$ cat src/rtl/mul8_seq.sv
// Sequential 8x8 unsigned multiplier: shift-and-add over one 8-bit adder,
// eight iterations per product, with a one-cycle done pulse.
module mul8_seq (
    input  logic        clk,
    input  logic        rst,
    input  logic        start,
    input  logic [7:0]  a,
    input  logic [7:0]  b,
    output logic        busy,
    output logic        done,
    output logic [15:0] p
);

    typedef enum logic [1:0] {
        IDLE,
        RUN,
        DONE
    } state_t;

    state_t      state_q, state_d;
    logic [7:0]  m_q, m_d;
    logic [7:0]  q_q, q_d;
    logic [7:0]  a_q, a_d;
    logic        c_q, c_d;
    logic [2:0]  cnt_q, cnt_d;
    logic [15:0] p_q, p_d;
    logic [8:0]  acc;

    always_ff @(posedge clk) begin
        if (rst) begin
            state_q <= IDLE;
            m_q     <= '0;
            q_q     <= '0;
            a_q     <= '0;
            c_q     <= 1'b0;
            cnt_q   <= '0;
            p_q     <= '0;
        end else begin
            state_q <= state_d;
            m_q     <= m_d;
            q_q     <= q_d;
            a_q     <= a_d;
            c_q     <= c_d;
            cnt_q   <= cnt_d;
            p_q     <= p_d;
        end
    end

    // C is always clear entering a RUN step (cleared on load and by each
    // shift), so {C,A} on the no-add path equals {0,A}.
    always_comb begin
        acc = q_q[0] ? ({1'b0, a_q} + {1'b0, m_q}) : {c_q, a_q};
    end

    always_comb begin
        state_d = state_q;
        m_d     = m_q;
        q_d     = q_q;
        a_d     = a_q;
        c_d     = c_q;
        cnt_d   = cnt_q;
        p_d     = p_q;
        case (state_q)
            IDLE: begin
                if (start) begin
                    m_d     = a;
                    q_d     = b;
                    a_d     = '0;
                    c_d     = 1'b0;
                    cnt_d   = '0;
                    state_d = RUN;
                end
            end
            RUN: begin
                c_d   = 1'b0;
                a_d   = acc[8:1];
                q_d   = {acc[0], q_q[7:1]};
                cnt_d = cnt_q + 3'd1;
                if (cnt_q == 3'd7) begin
                    p_d     = {acc[8:1], acc[0], q_q[7:1]};
                    state_d = DONE;
                end
            end
            DONE: begin
                state_d = IDLE;
            end
            default: begin
                state_d = IDLE;
            end
        endcase
    end

    assign busy = (state_q == RUN);
    assign done = (state_q == DONE);
    assign p    = p_q;

endmodule

$ cat config.mk
export PLATFORM = sky130hd
export DESIGN_NAME = mul8_seq
export DESIGN_NICKNAME = d
export VERILOG_FILES = /design/src/rtl/mul8_seq.sv
export SDC_FILE = /design/constraint.sdc
export NUM_CORES = 1
export LEC_CHECK = 0
export ABC_CLOCK_PERIOD_IN_PS = 4400
export CAP_MARGIN = 20
export CORE_UTILIZATION = 43
export DETAILED_ROUTE_END_ITERATION = 12
export DONT_BUFFER_PORTS = 1
export PLACE_DENSITY_LB_ADDON = 0.2
export SYNTH_ARGS = -nofsm -noshare
export SYNTH_HDL_FRONTEND = slang
export SYNTH_SLANG_ARGS = --single-unit
$ cat constraint.sdc
create_clock -name clk -period 4.4 [get_ports clk]
set_input_delay 1.1 -clock clk [delete_from_list [all_inputs] [get_ports clk]]
set_output_delay 1.1 -clock clk [all_outputs]
set_load 0.02 [all_outputs]
==> results of run 1 <==
registers in the layout (all words and copies together), names as in the netlist:
register	cells
a_q	8
m_q	8
q_q	8
p	16
cnt_q	3
state_q	2
routing by layer:
layer	wire length [um]	track usage, %
met1	2420	25.1
met3	171	4.70
met4	29	5.66
met5	0	0
met2	1980	28.3
synthesized netlist by cell type (3+ instances only):
cell / number
a211oi_2: 4
mux2i_1: 4
buf_2: 7
nor2_1: 30
dfxtp_1: 45
nand3_1: 9
ha_1: 10
xnor2_1: 3
nand2_1: 57
clkbuf_1: 6
o21a_1: 4
a21o_1: 3
nor2b_1: 4
a21oi_1: 27
a311oi_1: 9
through the flow:
step,hold WS [ps],instances,setup WS (ps),cell area [um^2]
2_1_floorplan,441,256,2480,2140
3_3_place_gp,450,308,2360,2150
3_5_place_dp,448,308,2320,2150
4_1_cts,461,316,2000,2240
5_1_grt,495,316,1900,2240
6_report,459,316,2000,2240
worst max-delay path, delay by kind of cell (launching register included):
| family | cells | cell delay, ps |
|---|---|---|
| and+or+nand+nor | 1 | 200 |
| buffers and inverters | 1 | 370 |
| DFF | 1 | 420 |
cell usage in the layout (no fill, tap or decap), types with 2 or more instances in the layout:
master | Yosys | routed
a211oi_1 | 2 | 2
a211oi_2 | 4 | 4
a21o_1 | 3 | 3
a21oi_1 | 27 | 27
a311oi_1 | 9 | 9
a31oi_1 | 2 | 2
and2_1 | 2 | 2
clkbuf_8 | 0 | 5
clkinvlp_4 | 0 | 2
dfxtp_1 | 45 | 45
ha_1 | 10 | 10
mux2i_1 | 4 | 4
nand2_1 | 57 | 57
nand3_1 | 9 | 9
nand3b_1 | 2 | 2
nor2_1 | 30 | 30
nor2b_1 | 4 | 4
nor3_1 | 2 | 2
o21a_1 | 4 | 4
o21ai_0 | 2 | 2
or2_2 | 2 | 2
xnor2_1 | 3 | 3
xor2_1 | 2 | 2
power breakdown:
group          total, uW  switching, uW  internal, uW
clock network        259            146           112
registers            435           13.9           421
logic               66.8           43.5          23.4
total                760            204           557
cells by family after synthesis:
kind of cell / after synthesis / synth area share [%]
AOI/OAI and AO/OA: 61 / 20.7
and+or+nand+nor: 113 / 22.8
DFF: 45 / 42.0
muxes: 4 / 1.87
xor gates and xnor gates: 5 / 2.04
adders and majority gates: 11 / 6.77
buffers and inverters: 17 / 3.91
area by class of cell:
type                       instances  area [um^2]  share of cell area (%)
tap                               67         83.8                    3.74
sequential                        45          901                    40.2
clock buffer                       6         72.6                    3.24
inverter                           2         7.51                   0.335
clock inverter                     2         15.0                   0.670
multi-input combinational        194         1160                    51.8
how the worst max path moves through the flow:
| stage | startpoint | endpoint | slack [ps] | cells after the start |
|---|---|---|---|---|
| CTS | state_q[0] | busy | 2000 | 2 |
| global route | state_q[0] | busy | 1900 | 2 |
| floorplan | state_q[1] | busy | 2480 | 3 |
| detailed placement | m_q[0] | p[13] | 2320 | 7 |
| global placement | m_q[0] | p[13] | 2360 | 7 |
| finish | state_q[0] | busy | 2000 | 2 |
==> summary.md, run 1 <==
| Metric | Value |
|---|---|
| Worst-case clock buffer depth | 2 |
| Worst EP arrival | approximately 1300 ps |
| Async SR Flop Fraction | 0% |
| Synth top area share | a little over two fifths |
| Die ar. | ~0.0053 mm^2 |
| Fillers | approximately 490 |
| CTS tree | done |
| Slew @ Worst Pin | approximately 760 ps |
| RSZ-0062 raised after global routing | false |
| CP endpoint kind | output pin |
| Antenna-violating nets left | 0 |
| Syn avg cell area | ~8.4 um^2 |
| Htree depth | 2 |
| Global-route usage over all layers | a little under a fifth |
| Worst-path cell chain | nand2b_4 -> inv_2 |
| Die X | about 73 um |
| Clk sinks | 45 |
| Layout Skew | between 7 and 8 ps |
| Netlist cell types | slightly above 40 |
| R2r setup slk | 2270 ps |
| Leading post-synthesis cells by cell area | dfxtp_1 (42%), nand2_1 (10%), a21oi_1 (6.3%), ha_1 (5.8%), nor2_1 (5.3%) |
| Num ports | 37 |
| Worst Hold Class | flop to flop |
| # DRC | 0 |
| Share of cells above drive strength 1 | ~7.6% |
| Vias in the first global route | around 1.6k |
| Initial antenna violation count | 0 |
| Hold endpoint | m_q[7] |
| Power density cells | 339 mW/mm^2 |
| Area growth, synth to finish | 4.43% |
| Post-synth EDFFs | 0 |
| Post-route setup TNS | 0 ps |
| Root Buffer | clkbuf_8 |
| Clock-pin transition on the worst setup and hold timing paths | approximately 90 ps |
| Final Wtd Congestion | ~0.76 |
| DRT iter0 DRCs | ~110 |
| Max Cap Viol | 0 |
| Largest net degree at the start of global routing | 48 |
| Hold Violations, Final | 0 |
| Post-CTS Hold Fix Bufs | 0 |
| Final setup violating endpoints | 0 |
| Outcome | complete, no violations |
| WL final | between 4 and 5 mm |
| Yosys top cell by area | dfxtp_1 |
| Drt first pass iters | 4 |
| FP Rows | 25 |
| GRT overflow | 0 |
| I/O Buffers | 0 |
| Post-CTS sizing | 0 |
| Ant. Diodes | 0 |
| Num CTS Buffers | 5 |
| Core area | 0.00475 mm^2 |
| Routed vias/inst | 5.23 |
| Starting Density | between 40% and 50% |
| Rel. slew slack | 49.0% |
| First-pass GRT wire length | around 7.5 mm |
| Worst Path Required | 3300 ps |
| Setup crit start kind | flop |
| Avg WL per Cell | 14.6 um |
| Syn Nets | 286 |
| Minimum clock period | ~2400 ps |
| Total power | approximately 760 uW |
| Reg2Reg Depth | 5 |
| CP max FO | 23 |
| Register area share after synthesis | a little over two fifths |
| P_leak | ~0.00083 uW |
| Vias | about 1.7k |
| Critical path class | flop to output pin |
| Peak VDD IR | roughly 130 uV |
| Post-route clock period utilization | about 54% |
| R2R Path Start | state_q[0] |
| Core Util, Final | a little under half |
| FF+latch count, synth | between 40 and 50 |
| Worst-skew pair later-pin latency | roughly 300 ps |
| Nets | 278 |
| Cell count after synthesis | 256 |
| Final Slew Violations | 0 |
| Ys Warns | 0 |
| Post CTS Setup Buffer Count | 0 |
| Cell count of the worst hold path | 2 |
| DP Wirelength | around 3.0 mm |
| Fmax | 417 MHz |
| Max incr delay on CP | 420 ps |
| Die Y | 72.6 um |
| Mapped Area | around 0.0021 mm^2 |
| Hold Path Origin | m_q[7] |
| FF-to-FF End | p[13] |
| Slowest library cell on the worst path | dfxtp_1 |
| Synth Flop Type | dfxtp_1 |
Power figures use the tool's default switching activity.
==> run 2: changes to the inputs <==
--- a/config.mk
+++ b/config.mk
@@ -5,7 +5,7 @@
 export SDC_FILE = /design/constraint.sdc
 export NUM_CORES = 1
 export LEC_CHECK = 0
-export ABC_CLOCK_PERIOD_IN_PS = 4400
+export ABC_CLOCK_PERIOD_IN_PS = 2300
 export CAP_MARGIN = 20
 export CORE_UTILIZATION = 43
 export DETAILED_ROUTE_END_ITERATION = 12
==> constraint.sdc (replaced) <==
create_clock -name clk -period 2.3 [get_ports clk]
set_input_delay 0.575 -clock clk [delete_from_list [all_inputs] [get_ports clk]]
set_output_delay 0.575 -clock clk [all_outputs]
set_load 0.02 [all_outputs]
==> run 2 against run 1 <==
  * Hold slack worse by 120 ps
  * Sequential power rose by 91%
  * Sequential cell count unchanged
  * Combinational power increased by 110%
  * Count of clock-buffer cells in the layout down 1
  * Clock skew down 2.2 ps
  * Register-to-register slack got worse by 2000 ps
  * Sequential share of layout area shrank 0.81 points
  * Non-clock buffer count increased by 4
  * Via count is 0.24% higher
  * Clock power is 120% higher
  * Critical path depth is 5 higher
  * Largest power group unchanged
==> summary.md, run 2 (synthesized netlist as in run 1, its figures left out) <==
| Metric | Value |
|---|---|
| Global-route usage over all layers | between 10% and 20% |
| Placed Cells | between 300 and 400 |
| Post-route cell area | 0.00229 mm^2 |
| Starting Density | ~45% |
| Power density cells | approximately 670 mW/mm^2 |
| Max Cap Viol | 0 |
| Minimum clock period | 2030 ps |
| CP Launch Point | m_q[0] |
| CP max FO | 3 |
| Worst EP arrival | between 2000 and 2500 ps |
| Final setup violating endpoints | 0 |
| Post CTS Setup Buffer Count | 0 |
| GRT overflow | 0 |
| Die X | 72.6 um |
| Max reg flops | 16 |
| Final Slew Violations | 0 |
| Final Wtd Congestion | slightly above 0.8 |
| FP Rows | 25 |
| Core area | 0.00475 mm^2 |
| Root Buffer | clkbuf_8 |
| DP Worst Slack | between 200 and 300 ps |
| Fin cells | between 300 and 400 |
| Die ar. | 0.00527 mm^2 |
| Worst Hold Class | input port to flop |
| Commonest non-fill, non-tap cell in the layout | nand2_1 |
| Footprint of the multi-input gates | between 0.001 and 0.0015 mm^2 |
| Peak VDD IR | roughly 370 uV |
| Outcome | complete, no violations |
| Slew @ Worst Pin | between 500 and 600 ps |
| Hold Violations, Final | 0 |
| Num CTS Buffers | 5 |
| Die Y | approximately 73 um |
| Ant. Diodes | 0 |
| # DRC | 0 |
| Drt first pass iters | 4 |
| Vias in the first global route | between 1.5k and 2k |
| Post-CTS sizing | 0 |
| P_leak | between 0.0008 and 0.0009 uW |
| RSZ-0062 raised after global routing | false |
| Post-CTS Hold Fix Bufs | 0 |
| Fmax | approximately 500 MHz |
| Commonest cells after routing, fill and taps aside | nand2_1 (57), dfxtp_1 (45), nor2_1 (30) |
| Routed vias/inst | between 5 and 6 |
| Worst-skew pair later-pin latency | about 300 ps |
| DRT iter0 DRCs | between 100 and 150 |
| Vias | 1,658 |
| Layout Skew | 5.20 ps |
| Dpl cell area | between 0.002 and 0.0025 mm^2 |
| I/O Buffers | 0 |
| Initial antenna violation count | 0 |
| Rel. slew slack | 63.5% |
| First-pass GRT wire length | about 7.6 mm |
| CP endpoint kind | flop |
| R2R Path Start | m_q[0] |
| Clock-pin transition on the worst setup and hold timing paths | 80 ps |
| Core Util, Final | 48.1% |
| WL final | roughly 4.5 mm |
| Hold Path Origin | rst |
| Num ports | 37 |
| Nets | ~280 |
| Area growth, synth to finish | 6.59% |
| Worst Path Required | roughly 2500 ps |
| Reg area | approximately 900 um^2 |
| Setup crit start kind | flop |
| Post-route setup TNS | 0 ps |
| Post-route clock period utilization | around nine tenths |
| Fin worst setup slack | approximately 270 ps |
| Clk sinks | 45 |
| CTS tree | done |
| Antenna-violating nets left | 0 |
| Fillers | about 500 |
| Avg WL per Cell | about 14 um |
| Critical path class | flop to flop |
| Htree depth | 2 |
| Largest net degree at the start of global routing | 48 |
| DP Wirelength | about 3.1 mm |
| Worst-case clock buffer depth | 2 |
| Share of cells above drive strength 1 | under 10% |
## run 2: cell types whose count changed in the layout (fill, tap and decap cells not counted), sizes merged
cell / delta
clkinvlp: -2
clkbuf: -1
bufinv: +1
buf: +4
clkinv: +1
## run 2: per-stage QoR
stage / total power, uW / hold WS [ps]
5_1_grt: 1620 / 317
3_3_place_gp: 984 / 450
6_report: 1540 / 336
3_5_place_dp: 987 / 453
2_1_floorplan: 963 / 441
4_1_cts: 1560 / 326
## run 2: cell type report
| type | count | area share [%] |
|---|---|---|
| Clock buffer | 5 | 3.01 |
| Inverter | 2 | 0.328 |
| Tap cell | 67 | 3.67 |
| Multi-Input combinational cell | 194 | 50.7 |
| Timing Repair Buffer | 4 | 1.31 |
| Clock inverter | 2 | 1.53 |
| Sequential cell | 45 | 39.4 |
## run 2: critical path, stage by stage, from the launching register on
cell      delay (ps)
dfxtp_1          330
ha_1             240
fa_1             420
a21o_1           200
a221oi_2         280
xnor2_1          180
nand2_1           70
a311oi_1         240
## run 2: report_power, final
group	total (uW)	leakage (uW)	internal, uW	switching, uW
Sequential	829	0.000366	805	23.1
Combinational	138	0.000443	50.0	87.5
Clock	577	0.0000540	316	261
## run 2: path summary, 6_finish.rpt
kind               to  slack [ps]  cells after the start
max             p[13]         270                      7
min          cnt_q[2]         340                      1
max reg2reg     p[13]         270                      7
min reg2reg    m_q[4]         460                      2
## run 2: metal layers
metal / routed length [um] / vias up / track usage (%) / part of all wire [%]
met5: 0 / - / 0 / 0
met4: 68 / 0 / 7.19 / 1.5
met3: 209 / 6 / 5.52 / 4.7
met2: 1960 / 23 / 27.7 / 44
met1: 2250 / 747 / 26.2 / 50
li1: - / 882 / - / -
